### src/rtl/ym_pkg.sv
// ---------------------------------------------------------------------------
// ym_pkg
// Shared helpers for the stereo frame accumulator:
//   - offsetToSigned : offset-binary channel sample to a wide signed value
//   - saturate       : clamp a wide signed value into an outW-bit signed range
//   - PAN_L / PAN_R  : bit positions of the left/right enables in ch_pan
// Helpers work on a fixed wide type so callers of any width can slice the
// result down to what they need.
// ---------------------------------------------------------------------------
package ym_pkg;

   localparam int MAX_W = 64;
   localparam int PAN_L = 1;
   localparam int PAN_R = 0;

   typedef logic signed [MAX_W-1:0] wide_t;

   // Flipping the MSB of an offset-binary code gives two's complement; the
   // flipped MSB is then replicated upward as the sign extension.
   function automatic wide_t offsetToSigned(input logic [MAX_W-1:0] value, input int inW);
      wide_t result;
      result = '0;
      for (int i = 0; i < MAX_W; i++) begin
         if (i < inW - 1)
            result[i] = value[i];
         else
            result[i] = ~value[inW-1];
      end
      return result;
   endfunction

   // Clamp to [-(2^(outW-1)), 2^(outW-1)-1]. The caller detects clipping by
   // comparing the result against the input.
   function automatic wide_t saturate(input wide_t value, input int outW);
      wide_t maxV;
      wide_t minV;
      maxV = (wide_t'(1) <<< (outW - 1)) - wide_t'(1);
      minV = -maxV - wide_t'(1);
      if (value > maxV)
         return maxV;
      else if (value < minV)
         return minV;
      return value;
   endfunction

endpackage

### src/rtl/ym_frame_fifo.sv
// ---------------------------------------------------------------------------
// ym_frame_fifo
// Small frame FIFO with a registered head word.
// Ports:
//   i_clk, i_reset   : clock, synchronous active-high reset
//   i_push/i_pushData: write request and data (ignored when full unless a
//                      pop happens on the same edge)
//   i_pop            : remove the head word (ignored when empty)
//   o_headData       : registered head; holds the last popped word when empty
//   o_valid          : head word is valid (FIFO not empty)
//   o_full           : all DEPTH entries occupied
//   o_level          : occupancy 0..DEPTH
// ---------------------------------------------------------------------------
module ym_frame_fifo
   import ym_pkg::*;
#(
   parameter int WIDTH = 32,
   parameter int DEPTH = 4
) (
   input  logic                     i_clk,
   input  logic                     i_reset,
   input  logic                     i_push,
   input  logic [WIDTH-1:0]         i_pushData,
   input  logic                     i_pop,
   output logic [WIDTH-1:0]         o_headData,
   output logic                     o_valid,
   output logic                     o_full,
   output logic [$clog2(DEPTH):0]   o_level
);

   localparam int PTR_W = $clog2(DEPTH);

   logic [WIDTH-1:0] r_mem [DEPTH];
   logic [PTR_W-1:0] r_rdPtr;
   logic [PTR_W-1:0] r_wrPtr;
   logic [PTR_W:0]   r_count;
   logic [WIDTH-1:0] r_head;

   logic             w_empty;
   logic             w_full;
   logic             w_doPop;
   logic             w_doPush;
   logic [PTR_W-1:0] w_nextRd;

   // Pop is decided first so that a push into a full FIFO can use the slot
   // freed by a pop on the same edge.
   always_comb begin
      w_empty  = (r_count == '0);
      w_full   = (r_count == (PTR_W+1)'(DEPTH));
      w_doPop  = i_pop && !w_empty;
      w_doPush = i_push && (!w_full || w_doPop);
      w_nextRd = r_rdPtr + PTR_W'(1);
   end

   // Pointers, occupancy and the head register. The head is reloaded from
   // the entry behind it on a pop, or straight from the push data when the
   // pushed word is the only one left; otherwise it keeps its old value so
   // an empty FIFO still shows the last popped word.
   always_ff @(posedge i_clk) begin
      if (i_reset) begin
         r_rdPtr <= '0;
         r_wrPtr <= '0;
         r_count <= '0;
         r_head  <= '0;
      end else begin
         if (w_doPush)
            r_wrPtr <= r_wrPtr + PTR_W'(1);
         if (w_doPop)
            r_rdPtr <= w_nextRd;

         if (w_doPush && !w_doPop)
            r_count <= r_count + (PTR_W+1)'(1);
         else if (w_doPop && !w_doPush)
            r_count <= r_count - (PTR_W+1)'(1);

         if (w_doPop) begin
            if (r_count > (PTR_W+1)'(1))
               r_head <= r_mem[w_nextRd];
            else if (w_doPush)
               r_head <= i_pushData;
         end else if (w_empty && w_doPush) begin
            r_head <= i_pushData;
         end
      end
   end

   // Storage needs no reset: occupancy alone decides what is meaningful.
   always_ff @(posedge i_clk) begin
      if (w_doPush)
         r_mem[r_wrPtr] <= i_pushData;
   end

   assign o_headData = r_head;
   assign o_valid    = !w_empty;
   assign o_full     = w_full;
   assign o_level    = r_count;

endmodule

### src/rtl/ym_stereo_accum.sv
// ---------------------------------------------------------------------------
// ym_stereo_accum
// Sums CH_COUNT time-multiplexed channel samples into saturated signed
// left/right frame totals and queues finished frames in ym_frame_fifo.
// Ports:
//   MCLK, reset     : clock, synchronous active-high reset
//   ch_valid        : ch_value/ch_pan valid this cycle
//   ch_value        : offset-binary channel sample
//   ch_pan          : [1] left enable, [0] right enable
//   frame_sync      : restart the frame (with ch_valid: this input is ch 0)
//   sample_valid    : FIFO head valid
//   sample_ready    : consumer takes the head
//   out_l, out_r    : FIFO head samples, signed
//   sat_flag        : sticky, set when any completed frame was clamped
//   drop_cnt        : saturating count of frames lost to a full FIFO
//   level           : FIFO occupancy
// ---------------------------------------------------------------------------
module ym_stereo_accum
   import ym_pkg::*;
#(
   parameter int CH_COUNT   = 6,
   parameter int IN_W       = 9,
   parameter int OUT_W      = 16,
   parameter int FIFO_DEPTH = 4
) (
   input  logic                          MCLK,
   input  logic                          reset,
   input  logic                          ch_valid,
   input  logic [IN_W-1:0]               ch_value,
   input  logic [1:0]                    ch_pan,
   input  logic                          frame_sync,
   output logic                          sample_valid,
   input  logic                          sample_ready,
   output logic signed [OUT_W-1:0]       out_l,
   output logic signed [OUT_W-1:0]       out_r,
   output logic                          sat_flag,
   output logic [7:0]                    drop_cnt,
   output logic [$clog2(FIFO_DEPTH):0]   level
);

   localparam int IDX_W = $clog2(CH_COUNT);
   localparam int ACC_W = OUT_W + 1 + $clog2(CH_COUNT);

   logic signed [ACC_W-1:0] r_accL;
   logic signed [ACC_W-1:0] r_accR;
   logic [IDX_W-1:0]        r_idx;
   logic                    r_satFlag;
   logic [7:0]              r_dropCnt;

   wide_t                   w_sample;
   wide_t                   w_sumL;
   wide_t                   w_sumR;
   wide_t                   w_clipL;
   wide_t                   w_clipR;
   logic signed [ACC_W-1:0] w_contribL;
   logic signed [ACC_W-1:0] w_contribR;
   logic                    w_lastCh;
   logic                    w_push;
   logic                    w_pop;
   logic                    w_full;
   logic                    w_drop;
   logic                    w_clipped;
   logic [2*OUT_W-1:0]      w_pushData;
   logic [2*OUT_W-1:0]      w_headData;

   // Per-channel contribution and the finished-frame sums. The final sum is
   // built from the accumulator plus the current input so the frame can be
   // pushed on the same edge that samples the last channel.
   always_comb begin
      w_sample   = offsetToSigned({{(MAX_W-IN_W){1'b0}}, ch_value}, IN_W);
      w_contribL = ch_pan[PAN_L] ? w_sample[ACC_W-1:0] : '0;
      w_contribR = ch_pan[PAN_R] ? w_sample[ACC_W-1:0] : '0;
      w_lastCh   = (r_idx == IDX_W'(CH_COUNT - 1));
      w_push     = ch_valid && !frame_sync && w_lastCh;
      w_sumL     = wide_t'(r_accL) + wide_t'(w_contribL);
      w_sumR     = wide_t'(r_accR) + wide_t'(w_contribR);
      w_clipL    = saturate(w_sumL, OUT_W);
      w_clipR    = saturate(w_sumR, OUT_W);
      w_clipped  = (w_clipL != w_sumL) || (w_clipR != w_sumR);
      w_pushData = {w_clipL[OUT_W-1:0], w_clipR[OUT_W-1:0]};
      w_pop      = sample_valid && sample_ready;
      w_drop     = w_push && w_full && !w_pop;
   end

   // Channel counter and accumulators. frame_sync throws away any partial
   // frame; when it comes with a valid input that input starts the new
   // frame as channel 0, so the counter moves straight to 1.
   // Saturation and drop reporting happen on the frame completion edge.
   always_ff @(posedge MCLK) begin
      if (reset) begin
         r_accL    <= '0;
         r_accR    <= '0;
         r_idx     <= '0;
         r_satFlag <= 1'b0;
         r_dropCnt <= '0;
      end else begin
         if (frame_sync) begin
            r_idx  <= ch_valid ? IDX_W'(1) : '0;
            r_accL <= ch_valid ? w_contribL : '0;
            r_accR <= ch_valid ? w_contribR : '0;
         end else if (ch_valid) begin
            if (w_lastCh) begin
               r_idx  <= '0;
               r_accL <= '0;
               r_accR <= '0;
            end else begin
               r_idx  <= r_idx + IDX_W'(1);
               r_accL <= r_accL + w_contribL;
               r_accR <= r_accR + w_contribR;
            end
         end

         if (w_push && w_clipped)
            r_satFlag <= 1'b1;
         if (w_drop && (r_dropCnt != 8'hFF))
            r_dropCnt <= r_dropCnt + 8'd1;
      end
   end

   ym_frame_fifo #(
      .WIDTH (2*OUT_W),
      .DEPTH (FIFO_DEPTH)
   ) u_fifo (
      .i_clk      (MCLK),
      .i_reset    (reset),
      .i_push     (w_push),
      .i_pushData (w_pushData),
      .i_pop      (w_pop),
      .o_headData (w_headData),
      .o_valid    (sample_valid),
      .o_full     (w_full),
      .o_level    (level)
   );

   assign out_l    = w_headData[2*OUT_W-1:OUT_W];
   assign out_r    = w_headData[OUT_W-1:0];
   assign sat_flag = r_satFlag;
   assign drop_cnt = r_dropCnt;

endmodule

### config.mk
export PLATFORM = sky130hd
export DESIGN_NAME = ym_stereo_accum
export DESIGN_NICKNAME = d
export VERILOG_FILES = /design/src/rtl/ym_pkg.sv /design/src/rtl/ym_frame_fifo.sv /design/src/rtl/ym_stereo_accum.sv
export SDC_FILE = /design/constraint.sdc
export NUM_CORES = 1
export LEC_CHECK = 0
export ABC_CLOCK_PERIOD_IN_PS = 9000
export CORE_MARGIN = 5
export CORE_UTILIZATION = 25
export DETAILED_ROUTE_END_ITERATION = 16
export PLACE_DENSITY = 0.37
export SLEW_MARGIN = 20
export SYNTH_ARGS = -nofsm -noshare
export SYNTH_HDL_FRONTEND = slang
export SYNTH_SLANG_ARGS = --single-unit
### constraint.sdc
create_clock -name MCLK -period 9 [get_ports MCLK]
set_input_delay 1.8 -clock MCLK [delete_from_list [all_inputs] [get_ports MCLK]]
set_output_delay 1.8 -clock MCLK [all_outputs]
set_load 0.005 [all_outputs]
==> reports/metrics.yaml, run 1 <==
status: "complete, no violations"
synth_area_um2: 11850
n_antenna_cell: 0
core_um2: 46750
io_pins: 61
worstPathRequired_ps: 9410
leakagePower_nw: 4.499
cts.path.max_buffers: 3
chipWidth_um: 227.7
dieArea_um2: 51840
synth_area_leader_cell: "edfxtp_1"
ys.warnings.count: 0
synthFlopType: "edfxtp_1"
fin_area_um2: 13840
hold_ws_ps: 525.1
syn_inst: 1132
ir_worst_vdd_mv: 0.1346
cts.hold.buffers_added: 0
drtIter0Drc: 800
seq_area_frac_synth_pct: 47.82
critPathMaxFanout: 19
synth_edf_count: 128
cp_slowest_cell: "clkdlybuf4s50_1"
finClkSkew_ps: 24.26
cts_sinks: 219
grt_pass1_wl_um: 55660
antenna_found_initial: 0
track_usage_pct: 13.78
yosysMostFrequentCell: "edfxtp_1"
critPathCaptureType: "flip-flop"
met1_usage_pct: 20.26
synth_fp_nets: 1166
grt_max_degree: 54
setup_viol: 0
cts_root_buf: "clkbuf_16"
use_met2_pct: 22.05
path_clk_slew_ps: 60
synth_seq_cells: 219
period_share_pct: 71.19
vias: 8951
cap_violations: 0
dp_slack_ps: 2088
reg2reg_slack_ps: 4820
drc: 0
overflow: 0
die_h_um: 227.7
initial_core_util_pct: 25.34
port_buffers: 60
final_max_slew_viol_count: 0
power_mw: 2.816
layout_setup_ws_ps: 2593
syn_avg_cell_area_um2: 10.46
nets: 1186
rsz0062_at_grt: "false"
crit_chain: "clkdlybuf4s50_1 -> buf_4 -> and2_1 -> inv_1 -> fa_1 -> nor2b_1 -> a2111o_1 -> a31oi_2 -> a22oi_4 -> o32ai_1 -> a41o_1 -> o41ai_2 -> buf_4 -> o31a_1 -> o41ai_2 -> a31oi_1"
max_freq_mhz: 156.1
placed_cell_area_um2: 12970
ant_nets: 0
tightest_slew_ps: 958.4
synth_top_area_share_pct: 32.45
cts_htree_levels: 1
top_usage_layer: "met2"
start_kind: "input port"
cts_setup_buffers: 0
critical_path_class: "input port to flip-flop"
clk_latency_ps: 560
dpl.hpwl_um: 23670
wl_per_cell_um: 20.38
fin_tns_setup_ps: 0
grt_use_met3_pct: 1.888
relSlewSlack_pct: 35.92
synth_commonest_cells: "128 x edfxtp_1, 125 x nor2_1, 91 x dfxtp_1"
syn_to_final_growth_pct: 16.86
gp_congestion: 0.8271
num_rows: 79
vias_per_cell: 5.029
grt_pass1_vias: 8795
slowest_delay_ps: 960
dr.pass1.iters: 6
min_period_ps: 6407
hp-class: "flip-flop to flip-flop"
numCtsBuffers: 28
crit_arrival_ps: 6820
totalWireLength_um: 36270
drive_gt1_share_pct: 12.45
ys_async_sr_fraction_pct: 0
synthTopCellsByArea: "edfxtp_1 32%, dfxtp_1 15%, mux4_2 6.1%"
cts-resized-gates: 0
finalHoldViolations: 0
cts_tree: "done"
powerDensity_nw_per_um2: 203.4
synth_cell_type_count: 98
[critical path, delay by kind of cell]
| kind | cells | cell delay, ps |
|---|---|---|
| fa+ha+maj | 1 | 470 |
| buf+inv | 4 | 1550 |
| compound gates | 9 | 2620 |
| simple gates | 2 | 360 |
[layout make-up]
class	instances	area (um2)
Clock buffer	38	758.2
Clock inverter	13	110.1
Fill cell	4885	32910
Inverter	41	153.9
Multi-Input combinational cell	784	5659
Sequential cell	219	5669
Tap cell	607	759.5
Timing Repair Buffer	78	733.2
[stage by stage]
stage               instances  util (%)
global route             1780     29.61
CTS                      1780     29.61
global placement         1729     27.75
floorplan                1132         -
finish                   1780     29.61
detailed placement       1729     27.75
[flip-flops by register name, indices dropped and copies added (netlist names)]
| name | flops |
|---|---|
| r_idx | 3 |
| u_fifo.r_mem | 128 |
| u_fifo.o_headData | 32 |
| drop_cnt | 8 |
| u_fifo.o_level | 3 |
| u_fifo.r_wrPtr | 2 |
| u_fifo.r_rdPtr | 2 |
| r_accR | 20 |
| r_accL | 20 |
| sat_flag | 1 |
[cell families (layout without fill, tap and decap cells)]
family,Yosys count,count (layout),synth area share [%]
adder cells (fa/ha/maj),23,23,2.419
buffers and inverters,129,170,4.616
AO/OA/AOI/OAI,294,294,18.23
flip-flops,219,219,47.82
AND/OR/NAND/NOR,353,353,14.42
XOR/XNOR,67,67,5.144
multiplexers,47,47,7.351
[cell usage in the layout, fill, tap and decap left out, types with 15 or more instances in the layout]
cell type,instances
mux4_2,32
inv_1,39
o21ai_1,18
a21oi_1,63
clkbuf_16,28
and2_1,18
mux2i_1,15
buf_4,19
clkdlybuf4s50_1,59
xnor2_1,37
a211oi_1,17
nand2_1,84
ha_1,17
o21ai_0,40
a31oi_1,15
dfxtp_1,90
nor2_1,123
nand3_1,24
edfxtp_1,128
xor2_1,27
[path summary, 6_finish.rpt]
check                                start    endpoint  depth (start not counted)
worst max-delay path             ch_pan[1]    sat_flag                         16
worst min-delay path            r_accL[19]  r_accL[19]                          2
worst max register to register   r_accL[0]    sat_flag                         14
worst min register to register  r_accL[19]  r_accL[19]                          2
[power breakdown]
group	internal [mW]	switching [mW]
Sequential	1.14	0.0540
Clock	0.618	0.440
Combinational	0.227	0.337
Total	1.99	0.831
[per-layer routing]
metal | wire, um | share of wire [%]
met5 | 0 | 0
met4 | 385 | 1.1
met3 | 1714 | 4.7
met2 | 16520 | 46
met1 | 17650 | 49
(Power assumes the default switching activity.)
==> run 2, diff against run 1 <==
--- a/config.mk
+++ b/config.mk
@@ -5,7 +5,7 @@
 export SDC_FILE = /design/constraint.sdc
 export NUM_CORES = 1
 export LEC_CHECK = 0
-export ABC_CLOCK_PERIOD_IN_PS = 9000
+export ABC_CLOCK_PERIOD_IN_PS = 6600
 export CORE_MARGIN = 5
 export CORE_UTILIZATION = 25
 export DETAILED_ROUTE_END_ITERATION = 16
==> constraint.sdc (replaced) <==
create_clock -name MCLK -period 6.6 [get_ports MCLK]
set_input_delay 1.32 -clock MCLK [delete_from_list [all_inputs] [get_ports MCLK]]
set_output_delay 1.32 -clock MCLK [all_outputs]
set_load 0.005 [all_outputs]
==> run 2 against run 1 <==
Against the previous run: core utilization is 0.29 points higher; combinational power grew 40%; routed wire length increased by 1.7%; largest cell class unchanged; count of clock-buffer cells in the layout increased by 1; first-iteration DRC count fell by 9.0%; final cell count increased by 0.67%.
==> reports/metrics.yaml, run 2 (synthesis gave the netlist of run 1 again) <==
status: "complete, no violations"
hold_ws_ps: 521.0
vias: 9013
tightest_slew_ps: 1051
layout_commonest_cell: "edfxtp_1"
layout_setup_ws_ps: 1188
n_antenna_cell: 0
drc: 0
max_freq_mhz: 184.8
cts_root_buf: "clkbuf_16"
use_met2_pct: 22.16
drive_gt1_share_pct: 13.42
wl_per_cell_um: 20.58
met1_usage_pct: 20.78
nets: 1198
totalWireLength_um: 36890
chipWidth_um: 227.7
critical_path_class: "input port to flip-flop"
overflow: 0
syn_to_final_growth_pct: 18.01
port_buffers: 60
gp_congestion: 0.7948
finalHoldViolations: 0
cts_setup_buffers: 0
cts.path.max_buffers: 3
start_kind: "input port"
setup_viol: 0
grt_pass1_wl_um: 56660
rsz0062_at_grt: "false"
ir_worst_vdd_mv: 0.1769
worstPathRequired_ps: 6990
core_um2: 46750
min_period_ps: 5412
finClkSkew_ps: 15.20
ant_nets: 0
grt_pass1_vias: 8874
track_usage_pct: 14.04
hp-class: "flip-flop to flip-flop"
crit_arrival_ps: 5800
powerDensity_nw_per_um2: 281.0
dp_slack_ps: 603.3
regMostFlops: "u_fifo.r_mem"
grt_max_degree: 65
io_pins: 61
relSlewSlack_pct: 29.68
cts.hold.buffers_added: 0
numCtsBuffers: 27
cts_sinks: 219
fin_util_pct: 29.90
power_mw: 3.929
cts_htree_levels: 1
dr.pass1.iters: 5
vias_per_cell: 5.030
fin_tns_setup_ps: 0
clk_latency_ps: 560
crit_start: "ch_value[1]"
leakagePower_nw: 4.591
largest_reg_flops: 128
dieArea_um2: 51840
final_max_slew_viol_count: 0
r2r-start: "r_accL[0]"
cts_tree: "done"
drtIter0Drc: 728
antenna_found_initial: 0
path_clk_slew_ps: 60
top_usage_layer: "met2"
critPathCaptureType: "flip-flop"
cts-resized-gates: 0
die_h_um: 227.7
layout_common_cells: "128 x edfxtp_1, 123 x nor2_1, 90 x dfxtp_1, 84 x nand2_1, 63 x a21oi_1"
critPathMaxFanout: 10
grt_use_met3_pct: 1.785
cap_violations: 0
dpl.hpwl_um: 24480
initial_core_util_pct: 25.34
min_from: "r_accL[18]"
period_share_pct: 82.01
num_rows: 79
run 2: cell count changes in the layout (fill, tap and decap cells not counted), moves of 2 or more:
| cell | change |
|---|---|
| clkinvlp_4 | -2 |
| clkbuf_8 | +2 |
| bufinv_16 | +2 |
| buf_4 | +13 |
run 2: critical path: stages:
cell and delay [ps]:
clkdlybuf4s50_1 630, and2_1 220, inv_1 70, fa_1 470, nor2b_1 170, a2111o_1 450, a31oi_2 330, nand3_1 120
a31oi_1 260, xnor2_1 220, nand2_1 130, o41ai_2 640, buf_4 320, o21ai_1 190, nor2_1 170, o32ai_1 100
run 2: layout make-up:
| cell class | count | area [um2] |
|---|---|---|
| clock inverters | 11 | 146.4 |
| flip-flops and latches | 219 | 5669 |
| well taps | 607 | 759.5 |
| inverters | 41 | 153.9 |
| fillers | 4834 | 32770 |
| multi-input cells | 784 | 5659 |
| repair buffers | 91 | 830.8 |
| clock buffers | 39 | 760.7 |
run 2: metrics by stage:
stage / area [um2] / std cells
floorplan: 11850 / 1132
global placement: 13070 / 1742
detailed placement: 13070 / 1742
CTS: 13980 / 1792
global route: 13980 / 1792
finish: 13980 / 1792
run 2: power breakdown:
group	switching (mW)	internal [mW]
clock network	0.595	0.919
logic	0.467	0.320
registers	0.0732	1.55
run 2: worst paths after layout:
| kind | cells after the start | slack, ps | to |
|---|---|---|---|
| setup / recovery | 16 | 1190 | u_fifo.o_headData[28] |
| hold / removal | 2 | 520 | r_accL[18] |
| setup reg to reg | 15 | 2350 | u_fifo.o_headData[28] |
| hold reg to reg | 2 | 520 | r_accL[18] |
run 2: layer usage:
metal | share of wire, % | vias to the layer above
met2 | 44 | 183
met1 | 50 | 4484
li1 | - | 4309
met4 | 1.9 | 0
met5 | 0 | -
met3 | 3.9 | 37
==> run 3, diff against run 2 <==
--- a/config.mk
+++ b/config.mk
@@ -5,7 +5,7 @@
 export SDC_FILE = /design/constraint.sdc
 export NUM_CORES = 1
 export LEC_CHECK = 0
-export ABC_CLOCK_PERIOD_IN_PS = 6600
+export ABC_CLOCK_PERIOD_IN_PS = 5000
 export CORE_MARGIN = 5
 export CORE_UTILIZATION = 25
 export DETAILED_ROUTE_END_ITERATION = 16
==> constraint.sdc (replaced) <==
create_clock -name MCLK -period 5 [get_ports MCLK]
set_input_delay 1 -clock MCLK [delete_from_list [all_inputs] [get_ports MCLK]]
set_output_delay 1 -clock MCLK [all_outputs]
set_load 0.005 [all_outputs]
==> run 3 against run 2 <==
Against the previous run: setup slack got worse by 880 ps; critical path type unchanged; clock power increased by 22%; flip-flop and latch count unchanged; critical path depth decreased by 1; largest power group unchanged; final area increased by 3.7%; total power increased by 30%.
==> reports/metrics.yaml, run 3 (synthesis gave the netlist of run 1 again) <==
overflow: 0
leakagePower_nw: 4.920
final_max_slew_viol_count: 0
dr.pass1.iters: 5
whs_path_depth: 2
cts_htree_levels: 1
setup_viol: 0
vias_per_cell: 4.967
max_freq_mhz: 213.0
worstPathRequired_ps: 5440
p_int_mw: 3.569
layout_commonest_cell: "edfxtp_1"
instances_no_fill: 1863
largest_reg_flops: 128
ant_nets: 0
cts_tree: "done"
die_h_um: 227.7
powerDensity_nw_per_um2: 351.6
placed_cell_area_um2: 13670
status: "complete, no violations"
port_buffers: 60
num_rows: 79
layout_common_cells: "128 x edfxtp_1, 123 x nor2_1, 98 x buf_4, 90 x dfxtp_1, 84 x nand2_1"
gp_congestion: 0.8164
track_usage_pct: 14.46
critPathMaxFanout: 6
wl_per_cell_um: 20.34
initial_core_util_pct: 25.34
grt_pass1_wl_um: 58190
start_kind: "input port"
fin_util_pct: 31.02
cts.path.max_buffers: 3
cts.hold.buffers_added: 0
seqPwrFrac_pct: 42.2
critical_path_class: "input port to flip-flop"
dpl.hpwl_um: 26060
hp-class: "flip-flop to flip-flop"
chipWidth_um: 227.7
finalHoldViolations: 0
power_frac_comb_pct: 21.7
core_um2: 46750
critPathCaptureType: "flip-flop"
crit_arrival_ps: 5140
n_antenna_cell: 0
vias: 9253
drc: 0
power.switching_mw: 1.531
tightest_slew_ps: 988.8
min_period_ps: 4695
numCtsBuffers: 27
totalWireLength_um: 37890
dp.cells: 1813
r2r_cells: 12
clk_latency_ps: 560
cap_violations: 0
fin_area_um2: 14500
syn_to_final_growth_pct: 22.42
period_share_pct: 93.89
ir_worst_vdd_mv: 0.2141
drive_gt1_share_pct: 18.63
antenna_found_initial: 0
power_mw: 5.100
final.fill_count: 4866
fin_tns_setup_ps: 0
switching_share_pct: 30.02
io_pins: 61
finClkSkew_ps: 25.46
regMostFlops: "u_fifo.r_mem"
grt_pass1_vias: 9233
nets: 1269
cts_sinks: 219
grt_max_degree: 69
clkPwrFrac_pct: 36.1
cts-resized-gates: 0
relSlewSlack_pct: 33.93
rsz0062_at_grt: "false"
path_clk_slew_ps: 60
dieArea_um2: 51840
drtIter0Drc: 704
cts_setup_buffers: 0
cts_root_buf: "clkbuf_16"
-- run 3: cell types whose count changed in the layout (fill, tap and decap cells not counted), sizes merged --
cell,change
clkbuf,-6
clkinv,+5
clkinvlp,+2
bufinv,-3
inv,+2
buf,+71
-- run 3: layer usage --
layer / track usage, % / vias up / wire length, um
met5: 0 / - / 0
met4: 2.797 / 0 / 565
met3: 1.939 / 37 / 1525
met2: 23.64 / 176 / 17430
met1: 20.72 / 4587 / 18370
li1: - / 4453 / -
-- run 3: power groups by stage --
stage	clock [mW]	sequential, mW	combinational [mW]
3_3_place_gp	0	2.19	1.12
4_1_cts	1.91	2.16	1.13
6_report	1.84	2.15	1.11
2_1_floorplan	0	2.14	0.664
5_1_grt	2.00	2.17	1.23
3_5_place_dp	0	2.19	1.12
-- run 3: layout make-up --
type	count	area (um2)	share of cell area, %
inverter	41	153.9	1.061
tap	607	759.5	5.237
multi-input combinational	784	5664	39.06
clock buffer	33	728.2	5.021
timing repair buffer	162	1426	9.835
clock inverter	17	101.3	0.6988
sequential	219	5669	39.09
-- run 3: critical path: stages --
cell and delay, ps:
clkdlybuf4s50_1 480, and2_1 200, ha_1 280, a21o_1 160
maj3_4 200, a31oi_1 120, o21a_1 230, o31ai_1 510
a21oi_2 120, xnor2_1 580, a41oi_4 310, buf_4 240
o21ai_1 320, nor2_1 110, o32ai_1 260
-- run 3: worst paths after layout --
path | startpoint | to | slack [ps]
worst max-delay path | ch_pan[1] | u_fifo.o_headData[18] | 310
worst min-delay path | r_accL[18] | r_accL[18] | 520
worst min register to register | r_accL[18] | r_accL[18] | 520
worst max register to register | r_accL[8] | u_fifo.o_headData[18] | 1020
-- run 3: stage by stage --
| stage | hold WS, ps | worst slack (ps) |
|---|---|---|
| 6_report | 518.1 | 305.5 |
| 5_1_grt | 537.9 | 9.139 |
| 4_1_cts | 526.7 | 279.1 |
| 3_5_place_dp | 512.0 | -285.2 |
| 3_3_place_gp | 504.4 | -323.8 |
| 2_1_floorplan | 468.3 | 74.33 |
==> edit 1: new RTL, settings of run 2 <==
Set the parameter `OUT_W` to 18 (it was 16).
--- a/src/rtl/ym_stereo_accum.sv
+++ b/src/rtl/ym_stereo_accum.sv
@@ -20,7 +20,7 @@
 #(
    parameter int CH_COUNT   = 6,
    parameter int IN_W       = 9,
-   parameter int OUT_W      = 16,
+   parameter int OUT_W      = 18,
    parameter int FIFO_DEPTH = 4
 ) (
    input  logic                          MCLK,
Ports: changed (resized out_l and out_r); port bits go from 61 to 65. The function was not compared with the original's and may differ.
==> edit 1 against run 2 <==
- register-to-register slack better by 50 ps
- wire length rose by 10%
- worst setup slack improved by 130 ps
- area after synthesis rose by 7.9%
- power increased by 6.3%
- highest routed layer unchanged
- combinational power decreased by 3.4%
- clock power is 8% higher
- design area up 8.2%
- synthesized cell count is 13% higher
- via count rose by 11%
- sequential cell count rose by 24
==> edit 1: results (changes against run 2) <==
- The normalized max-slew margin is 30.9% (+1.2 points).
- The average wire per standard cell is 20.3 µm (-1.4%).
- The number of distinct library cells after synthesis is 81 (-17%).
- The met2 track utilization from global routing is 22.2% (+0.036 points).
- The layout cell share with drive strength beyond 1 is 11.0% (-2.4 points).
- The capture instance of the worst register-to-register path is u_fifo.o_headData[29].
- Sorting the synthesized cells by how often they occur yields nor2_1, edfxtp_1, nand2_1.
- The total half-perimeter wirelength after legalization and detailed placement is 26,500 µm (+8.3%).
- In the post-synthesis netlist, the biggest area contributors are edfxtp_1, dfxtp_1, mux4_2.
- The synthesized netlist net count is 1,309 (+12%).
- The TritonCTS sink count is 243 (+11%).
- The timing endpoint of the critical path is u_fifo.o_headData[15].
- The worst clock skew on the final layout is 11.4 ps (-3.78 ps).
- The via count of the first global-routing pass was 9,798 (+10%).
- The final worst hold slack is 504 ps (-17.3 ps).
- The largest stage delay on the critical path was 620 ps (-20 ps).
- The critical hold path startpoint is drop_cnt[5].
- The overall routing resource usage came to 14.0% (-0.050 points).
- The run finished with clean final reports.
- The routed via count was 9,986 (+11%).
- The fraction of power consumed by the clock network is 39.1% (+0.5 points).
- The via count normalized by instance count is 4.99 (-0.78%).
- The met3 layer usage reported by global route is 1.92% (+0.13 points).
- The weighted congestion reported at the end of routability-driven placement came to 0.789 (-0.75%).
- The instance area after placement is 14,100 µm² (+8.2%).
- The net switching power was 0.00119 W (+4.8%).
- The largest fanout of any net on the critical path is 16 (+6).
- The count of input and output buffers is 64 (+6.7%).
- The TritonCTS buffer count is 30 (+11%).
- The leakage power figure was 4.98 nW (+8.4%).
- The mean post-synth cell area is 10.0 µm² (-4.2%).
- The number of synthesized flops with an enable pin is 144 (+13%).
- The met1 layer wirelength in the final routing is 20,200 µm (+10%).
- The sequential logic power is 0.00179 W (+9.8%).
- The power per standard cell area is 276 nW/µm² (-1.7%).
- The setup slack at placement came to 705 ps (+102 ps).
- The slowest cell on the critical path is or4_1.
-- edit 1: changes by cell type after synthesis, sizes merged, moves of 9 or more --
cell / before / now
nand2: 84 / 106
buf: 39 / 26
nor3: 13 / 23
inv: 41 / 32
a21oi: 70 / 84
clkbuf: 49 / 74
o32ai: 11 / 2
edfxtp: 128 / 144
and2: 21 / 11
nor2: 125 / 168
o21ai: 65 / 120
a31oi: 18 / 8
-- edit 1: cell families (layout without fill, tap and decap cells) --
group                      after synthesis  in the layout  share of synthesized area [%]
and+or+nand+nor                        423            423                           15.5
AOI/OAI and AO/OA                      334            334                           16.6
DFF                                    243            243                           49.3
buffers and inverters                  134            188                           4.24
xor gates and xnor gates                72             72                           4.93
muxes                                   50             50                           7.45
adders and majority gates               19             19                           1.90
-- edit 1: cell type report --
class	instances	area (µm²)
Clock buffer	40	840
Fill cell	5231	35300
Sequential cell	243	6310
Inverter	34	128
Tap cell	672	841
Timing Repair Buffer	99	898
Multi-Input combinational cell	898	5970
Clock inverter	15	136
==> edit 2: new RTL, settings of run 2 <==
Without the edit above. Put one more register stage on the output `drop_cnt`, without a reset. The value now appears one clock later. The other outputs are not delayed to match.
--- a/src/rtl/ym_stereo_accum.sv
+++ b/src/rtl/ym_stereo_accum.sv
@@ -135,7 +135,9 @@
    assign out_l    = w_headData[2*OUT_W-1:OUT_W];
    assign out_r    = w_headData[OUT_W-1:0];
    assign sat_flag = r_satFlag;
-   assign drop_cnt = r_dropCnt;
+   always_ff @(posedge MCLK) begin
+      drop_cnt <= r_dropCnt;
+   end
 
 endmodule
 
Formal check against the unedited RTL: same outputs for any inputs over 4 cycles, from zero or initial values and one cycle with reset high; that may be too few to reach the edited logic, so the function may still have changed.
==> edit 2 against run 2 <==
- clock power increased by 15%
- area after synthesis decreased by 0.57%
- worst setup slack improved by 19 ps
- power increased by 5.1%
- critical path depth decreased by 2
- sequential cell count increased by 8
- combinational power decreased by 8.3%
- design area decreased by 0.27%
- wire length decreased by 2.6%
- cell count decreased by 2.1%
- sequential share of layout area increased by 1.2 points
- critical path type unchanged
==> edit 2: results (changes against run 2) <==
- The met1 layer wirelength in the final routing is 17,700 µm (-3.6%).
- The count of H-tree levels built during CTS is 1 (unchanged).
- The met3 layer usage reported by global route is 1.97% (+0.19 points).
- The weighted congestion reported at the end of routability-driven placement is 0.789 (-0.79%).
- The number of flip-flops in the largest register is 128 (unchanged).
- The met3 wirelength from detailed routing came to 1370 µm (-5.9%).
- The number of cells in the design after placement came to 1,703 (-2.2%).
- The commonest cells after synthesis are edfxtp_1, nor2_1, dfxtp_1.
- The leakage power figure was 4.78 nW (+4.1%).
- The register with the most flip-flops in the final layout is u_fifo.r_mem.
- The instance count along the most critical hold path was 0 (-2).
- The met2 track utilization from global routing is 21.9% (-0.25 points).
- The first-pass GRT wire length was 54,800 µm (-3.3%).
- The met2 wire length is 16,300 µm (-0.46%).
- The initial antenna violation count is 0 (unchanged).
- The synthesized instance count came to 1,104 (-2.5%).
- The number of nets in the final layout is 1,159 (-3.3%).
- The met1 capacity usage during global routing was 19.9% (-0.90 points).
- The largest fanout of any net on the critical path is 10 (unchanged).
- The via count normalized by instance count was 5.01 (-0.35%).
- The largest net degree at the start of global routing is 46 (-29%).
- The length in cells of the worst reg-to-reg path came to 13 (-2).
- The normalized max-slew margin is 28.0% (-1.7 points).
- The detailed router used layers up to and including met4.
- By area the synthesized netlist is led by edfxtp_1, dfxtp_1, mux4_2.
- The number of post-CTS setup repair buffers was 0 (unchanged).
- The fraction of registers with async set/reset was 0% (unchanged).
- The combinational cell fraction of total power is 17.5% (-2.5 points).
- The instance area after placement is 12,900 µm² (-1.3%).
- The number of warnings printed during yosys synthesis was 0 (unchanged).
- The run finished with clean final reports.
- The power per standard cell area is 296 nW/µm² (+5.4%).
- The total half-perimeter wirelength after legalization and detailed placement is 24,100 µm (-1.7%).
- The area occupied by multi-input gates came to 5490 µm² (-3.0%).
- The register share of total power is 40.7% (-0.7 points).
- The overall routing resource usage is 13.7% (-0.37 points).
- The number of distinct library cells after synthesis is 92 (-6.1%).
- The register area share after synthesis was 49.5% (+1.6 points).
- The detailed router's first-iteration violation count is 769 (+5.6%).
- The layout cell share with drive strength beyond 1 is 12.7% (-0.68 points).
- The clock slew seen by the registers of the worst setup and hold paths is 60 ps (about the same).
- The critical path arrival came to 5830 ps (+30 ps).
- The switching part of the total power is 27.7% (-1.2 points).
- The average wire per standard cell is 20.5 µm (-0.49%).
- The worst-case vdd ir drop is 0.162 mV (-8.7%).
- The worst clock skew on the final layout is 16.9 ps (+1.70 ps).
- The via count of the first global-routing pass is 8,574 (-3.4%).
- The TritonCTS buffer count is 27 (unchanged).
- The routed via count is 8,791 (-2.5%).
- The count of fill cells added during filler insertion is 4,756 (-1.6%).
- The setup slack at placement is 635 ps (+31.4 ps).
- The count of input and output buffers is 60 (unchanged).
-- edit 2: cell count changes after synthesis, sizes merged, moves of 10 or more --
| cell | change |
|---|---|
| a22oi | +20 |
| nand2 | -18 |
| inv | -15 |
| a22o | +14 |
| and3 | +14 |
| a21o | +13 |
| nor2b | +11 |
| nor4 | -11 |
| o32ai | -10 |
-- edit 2: final timing paths --
kind	start	end	slack (ps)
worst max-delay path	ch_value[1]	u_fifo.o_headData[27]	1210
worst min-delay path	r_dropCnt[6]	drop_cnt[6]	390
worst max register to register	r_accR[1]	u_fifo.o_headData[8]	2370
worst min register to register	r_dropCnt[6]	drop_cnt[6]	390
-- edit 2: cell type report --
cell class / count / area share (%)
Multi-Input combinational cell: 765 / 39.4
Clock buffer: 31 / 5.17
Sequential cell: 227 / 41.8
Timing Repair Buffer: 77 / 5.19
Inverter: 27 / 0.727
Tap cell: 607 / 5.45
Antenna cell: 1 / 0.0179
Clock inverter: 19 / 2.27
-- edit 2: cell families after synthesis --
| family | after synthesis | share of synthesized area (%) |
|---|---|---|
| AO/OA/AOI/OAI | 291 | 17.6 |
| AND/OR/NAND/NOR | 338 | 13.9 |
| multiplexers | 46 | 7.31 |
| XOR/XNOR | 68 | 5.12 |
| flip-flops | 227 | 49.5 |
| adder cells (fa/ha/maj) | 22 | 2.33 |
| buffers and inverters | 112 | 4.20 |
-- edit 2: worst max-delay path: stages --
cell             delay [ps]
clkdlybuf4s50_1         640
and2_1                  230
ha_1                    240
a21o_1                  180
maj3_1                  400
a21boi_1                180
a21o_1                  260
o2bb2ai_1               250
a221oi_1                620
nand2_1                 190
o41ai_4                 700
buf_4                   320
a21oi_2                 110
a21o_1                  180
